--- src/rtl/stopwatch_pkg.sv ---
// Shared types and constants for the stopwatch controller.
// STOPWATCH_LAP_EN adds the LAP state to the state enum.
package stopwatch_pkg;

`ifdef STOPWATCH_LAP_EN
  typedef enum logic [1:0] {IDLE, RUN, PAUSE, LAP} state_t;
`else
  typedef enum logic [1:0] {IDLE, RUN, PAUSE} state_t;
`endif

  typedef logic [3:0] bcd_t;

  // Full displayed time, most significant digit first
  typedef struct packed {
    bcd_t min;
    bcd_t sec_tens;
    bcd_t sec_ones;
    bcd_t hund_tens;
    bcd_t hund_ones;
  } time_t;

  localparam int unsigned DIGIT_MAX    = 9;
  localparam int unsigned SEC_TENS_MAX = 5;

endpackage

--- src/rtl/bcd_digit_counter.sv ---
// One BCD digit: counts 0..MAX on enable, carry_c flags the wrap back to 0.
module bcd_digit_counter
  import stopwatch_pkg::*;
#(
  parameter int unsigned MAX = DIGIT_MAX
) (
  input  logic clk,
  input  logic rst,
  input  logic clr,
  input  logic en,
  output bcd_t value,
  output logic carry_c
);

  assign carry_c = en && (value == 4'(MAX));

  always_ff @(posedge clk) begin
    if (rst || clr)   value <= '0;
    else if (carry_c) value <= '0;
    else if (en)      value <= value + 4'd1;
  end

endmodule

--- src/rtl/stopwatch_controller.sv ---
// Stopwatch: edge-detected buttons and ms tick, BCD time chain, registered display.
// Define STOPWATCH_LAP_EN to build the LAP state, lap register and Lap_active.
module stopwatch_controller
  import stopwatch_pkg::*;
#(
  parameter int unsigned TICKS_PER_HUNDREDTH = 10,
  parameter int unsigned MAX_MIN             = 9
) (
  input  logic Clock,
  input  logic Reset,
  input  logic Pulse_ms,
  input  logic Start_Stop,
  input  logic Lap,
  input  logic Clear,
  output bcd_t Min,
  output bcd_t Sec_tens,
  output bcd_t Sec_ones,
  output bcd_t Hund_tens,
  output bcd_t Hund_ones,
  output logic Running,
  output logic Lap_active
);

  localparam int unsigned PW = (TICKS_PER_HUNDREDTH > 1) ? $clog2(TICKS_PER_HUNDREDTH) : 1;

  state_t         state;
  logic [3:0]     in_q, in_qq, rise_c;
  logic           tick_c, ss_c, lap_c, clr_c;
  logic           count_c, hund_en_c;
  logic [PW-1:0]  prescaler;
  bcd_t           ho, ht, so, st, mn;
  logic           c_ho, c_ht, c_so, c_st, min_carry_unused;
  time_t          live_c;

  // Input pipeline: bit 0 ms pulse, 1 Start_Stop, 2 Lap, 3 Clear
  always_ff @(posedge Clock) begin
    if (Reset) begin
      in_q  <= '0;
      in_qq <= '0;
    end else begin
      in_q  <= {Clear, Lap, Start_Stop, Pulse_ms};
      in_qq <= in_q;
    end
  end

  assign rise_c = in_q & ~in_qq;
  assign tick_c = rise_c[0];
  assign ss_c   = rise_c[1];
  assign lap_c  = rise_c[2];
  assign clr_c  = rise_c[3];

  // A tick sharing its cycle with a Start_Stop edge is dropped either way
  assign count_c   = tick_c && Running && !ss_c && !clr_c;
  assign hund_en_c = count_c && (prescaler == PW'(TICKS_PER_HUNDREDTH - 1));

  always_ff @(posedge Clock) begin
    if (Reset || clr_c) prescaler <= '0;
    else if (count_c)   prescaler <= hund_en_c ? '0 : prescaler + 1'b1;
  end

  bcd_digit_counter #(.MAX(DIGIT_MAX)) u_hund_ones (
    .clk(Clock), .rst(Reset), .clr(clr_c), .en(hund_en_c), .value(ho), .carry_c(c_ho));
  bcd_digit_counter #(.MAX(DIGIT_MAX)) u_hund_tens (
    .clk(Clock), .rst(Reset), .clr(clr_c), .en(c_ho), .value(ht), .carry_c(c_ht));
  bcd_digit_counter #(.MAX(DIGIT_MAX)) u_sec_ones (
    .clk(Clock), .rst(Reset), .clr(clr_c), .en(c_ht), .value(so), .carry_c(c_so));
  bcd_digit_counter #(.MAX(SEC_TENS_MAX)) u_sec_tens (
    .clk(Clock), .rst(Reset), .clr(clr_c), .en(c_so), .value(st), .carry_c(c_st));
  bcd_digit_counter #(.MAX(MAX_MIN)) u_min (
    .clk(Clock), .rst(Reset), .clr(clr_c), .en(c_st), .value(mn), .carry_c(min_carry_unused));

  assign live_c = {mn, st, so, ht, ho};

  // Mode FSM; priority Clear > Start_Stop > Lap
  always_ff @(posedge Clock) begin
    if (Reset || clr_c) begin
      state   <= IDLE;
      Running <= 1'b0;
`ifdef STOPWATCH_LAP_EN
      Lap_active <= 1'b0;
`endif
    end else if (ss_c) begin
      case (state)
        IDLE, PAUSE: begin
          state   <= RUN;
          Running <= 1'b1;
        end
        default: begin
          state   <= PAUSE;
          Running <= 1'b0;
        end
      endcase
`ifdef STOPWATCH_LAP_EN
      Lap_active <= 1'b0;
    end else if (lap_c) begin
      if (state == RUN) begin
        state      <= LAP;
        Lap_active <= 1'b1;
      end else if (state == LAP) begin
        state      <= RUN;
        Lap_active <= 1'b0;
      end
`endif
    end
  end

`ifdef STOPWATCH_LAP_EN
  time_t lap_q;
  logic  lap_enter_c;

  assign lap_enter_c = lap_c && !ss_c && !clr_c && (state == RUN);

  always_ff @(posedge Clock) begin
    if (Reset || clr_c)   lap_q <= '0;
    else if (lap_enter_c) lap_q <= live_c;
  end
`else
  logic lap_edge_unused;
  assign lap_edge_unused = lap_c;
  assign Lap_active      = 1'b0;
`endif

  // Display register trails the live counters by one cycle
  always_ff @(posedge Clock) begin
    if (Reset) {Min, Sec_tens, Sec_ones, Hund_tens, Hund_ones} <= '0;
`ifdef STOPWATCH_LAP_EN
    else if (state == LAP) {Min, Sec_tens, Sec_ones, Hund_tens, Hund_ones} <= lap_q;
`endif
    else {Min, Sec_tens, Sec_ones, Hund_tens, Hund_ones} <= live_c;
  end

endmodule
--- config.mk ---
export PLATFORM = sky130hd
export DESIGN_NAME = stopwatch_controller
export DESIGN_NICKNAME = d
export VERILOG_FILES = /design/src/rtl/stopwatch_pkg.sv /design/src/rtl/bcd_digit_counter.sv /design/src/rtl/stopwatch_controller.sv
export SDC_FILE = /design/constraint.sdc
export NUM_CORES = 1
export LEC_CHECK = 0
export ABC_AREA = 1
export CAP_MARGIN = 20
export CORE_UTILIZATION = 35
export CTS_BUF_LIST = sky130_fd_sc_hd__clkbuf_8
export CTS_CLUSTER_SIZE = 25
export DETAILED_ROUTE_END_ITERATION = 8
export DONT_BUFFER_PORTS = 1
export REMOVE_ABC_BUFFERS = 1
export SYNTH_ARGS = -nofsm -noshare
export SYNTH_HDL_FRONTEND = slang
export SYNTH_HIERARCHICAL = 1
export SYNTH_SLANG_ARGS = --single-unit
--- constraint.sdc ---
create_clock -name Clock -period 3.1 [get_ports Clock]
set_input_delay 0.155 -clock Clock [delete_from_list [all_inputs] [get_ports Clock]]
set_output_delay 0.155 -clock Clock [all_outputs]
set_load 0.01 [all_outputs]
==> summary.txt <==
Detailed routing
  • Post-route ant nets: 0
  • Final wirelength: 3.39 mm
  • Post-route DRC: 0
  • Avg WL per Cell: 9.27 µm
  • Vias per inst: 4.16
  • Initial DRC Count: 59
  • First drt pass iteration count: 6
  • Vias: 1522

Floorplanning
  • Starting Density: 36.1%
  • Die H: 80.2 µm
  • # IOs: 28
  • Site Rows: 28
  • Chip width: 80.2 µm
  • Die area: 6430 µm²
  • Core box area: 5920 µm²

Logic synthesis
  • Netlist Area Pre-Place: 2140 µm²
  • Post-Syn Area per Cell: 7.56 µm²
  • Yosys warning total: 6
  • Syn Inst Count: 283

Timing
  • Tmin final: 2690 ps
  • RSZ-0062 raised after global routing: no
  • Clk_skew: 8.26 ps
  • Worst-Margin Slew: 961 ps
  • Final period util: 86.9%
  • Setup TNS: 0 ps
  • Final Hold Vio Count: 0
  • Relative slew slack: 35.7%
  • Slew Limit Fails: 0
  • Setup violations, final: 0
  • Max Clk Rate: 371 MHz
  • Hold slack: 41.5 ps

Clock tree
  • H-tree Lvls: 2
  • Clock Sinks: 51
  • TritonCTS clock tree: built
  • Setup repair bufs after CTS: 0
  • CTS Buf Count: 5
  • Worst-Skew Late Latency: 300 ps
  • Clock Path Buffers: 2
  • Root Driver: clkbuf_8
  • Clock transition at path regs: 90 ps

Layout
  • Fillcell total: 626
  • Fraction of layout cells with a size suffix above 1: 6.19%
  • Layout area overhead: 9.19%
  • Ant. Diodes: 0
  • Layout Nets: 308

Flow run
  • Max Cap Viol: 0

Placed design
  • Port bufs: 0
  • GP Congestion: 0.771
  • Dpl hpwl: 2.35 mm

Setup path
  • R2R Path Start: state[0]
  • Worst EP arrival: 2900 ps
  • Worst reg2reg path depth: 17
  • R2r setup slk: 410 ps
  • Critical Path RT: 3300 ps
  • Reg2reg end: u_min/value[3]
  • Crit start category: flip-flop
  • Setup Crit Path Kind: flip-flop to flip-flop
  • Crit path max fanout: 7
  • Worst setup path startpoint: state[0]
  • CP Capture Type: flip-flop

Global route
  • Initial antenna violation count: 0
  • Largest net degree at the start of global routing: 27
  • GR Util All Layers: 12.0%
  • GRT overflow: 0
  • First-pass GRT wire length: 5.94 mm
  • Number of global-route vias before repair: 1353

Power and ir drop
  • P_leak: 0.909 nW
  • Pwr/cell area: 456 nW/µm²
  • Maximum vdd ir drop: 0.000162 V

Worst hold path
  • Hold path startpoint: Reset
  • Hold Crit Class: input port to flip-flop
  • WHS Endpoint: state[0]
  • Worst hold stages: 2

Status
  • Status: finished clean
[what timing repair did]
| action | in CTS | in global routing |
|---|---|---|
| gates resized for setup | 0 | 0 |
| endpoints found under the hold margin | 26 | 0 |
| hold buffers | 4 | 0 |
[report_power, final]
| group | internal, W | switching, W |
|---|---|---|
| combinational | 0.0000111 | 0.0000235 |
| clock | 0.000155 | 0.000213 |
| sequential | 0.000659 | 0.00000350 |
| total | 0.000825 | 0.000240 |
[worst max-delay path: stages, from the launching register on]
cell	delay, ps
dfxtp_1	420
nand2_2	130
nor2_8	170
nand2_1	100
inv_1	160
nand4_1	140
inv_1	180
nand4_1	140
inv_1	190
nand4_1	150
inv_1	170
nand4_1	140
inv_1	180
nand2_2	70
nor2_1	100
nand2_1	50
nand2_1	60
nor2_1	30
[routing by layer]
layer  global-route usage [%]  up-vias  part of all wire, %
met5                        0        -                    0
met4                     4.82        0                  1.8
met3                     3.52        7                  2.9
met2                     20.5       17                   48
met1                     14.0      673                   48
li1                         -      825                    -
[registers in the layout, indices dropped and copies added (netlist names)]
register and cells:
u_sec_ones/value 4, u_hund_ones/value 4, Hund_tens 4, prescaler 4
u_min/value 4, in_qq 3, u_hund_tens/value 4, Hund_ones 4
Sec_ones 4, Min 4, state 1, Sec_tens 4
u_sec_tens/value 4, in_q 3
[worst max-delay path by stage]
stage,to,slack [ps],cells past startpoint
floorplan,u_min/value[3],790,17
global placement,u_min/value[3],390,15
detailed placement,u_min/value[3],400,17
CTS,u_min/value[3],390,19
global route,u_min/value[2],20,18
finish,u_min/value[3],410,17
[cell type report]
class / count / area (µm²) / share of cell area [%]
sequential: 51 / 1020 / 43.7
multi-input combinational: 161 / 843 / 36.1
inverter: 67 / 251 / 10.8
tap: 75 / 93.8 / 4.02
clock buffer: 5 / 68.8 / 2.95
timing repair buffer: 4 / 40.0 / 1.71
clock inverter: 3 / 16.3 / 0.697
[placed cells by master (no fill, tap or decap)]
cell	n
xor2_1	4
inv_1	67
dlygate4sd3_1	4
clkbuf_8	5
nand2_2	8
ha_1	12
nand4_1	5
o21ai_0	2
nor2_4	1
conb_1	1
o21ai_1	9
o21a_1	1
nor2_8	1
dfxtp_1	51
nand2_1	41
clkinvlp_4	1
nand3_1	3
inv_2	1
xnor2_1	7
clkinv_2	1
nor2_1	65
a21oi_1	1
[stage by stage]
stage / cells / util (%) / instance area (µm²) / setup slack, ps / total power (W)
global route: 366 / 39.4 / 2330 / 17.1 / 0.00111
floorplan: 279 / - / 2120 / 791 / 0.000699
CTS: 366 / 39.4 / 2330 / 388 / 0.00108
global placement: 354 / 37.3 / 2210 / 392 / 0.000704
detailed placement: 354 / 37.3 / 2210 / 401 / 0.000705
finish: 366 / 39.4 / 2330 / 406 / 0.00107
Power figures use the tool's default switching activity.
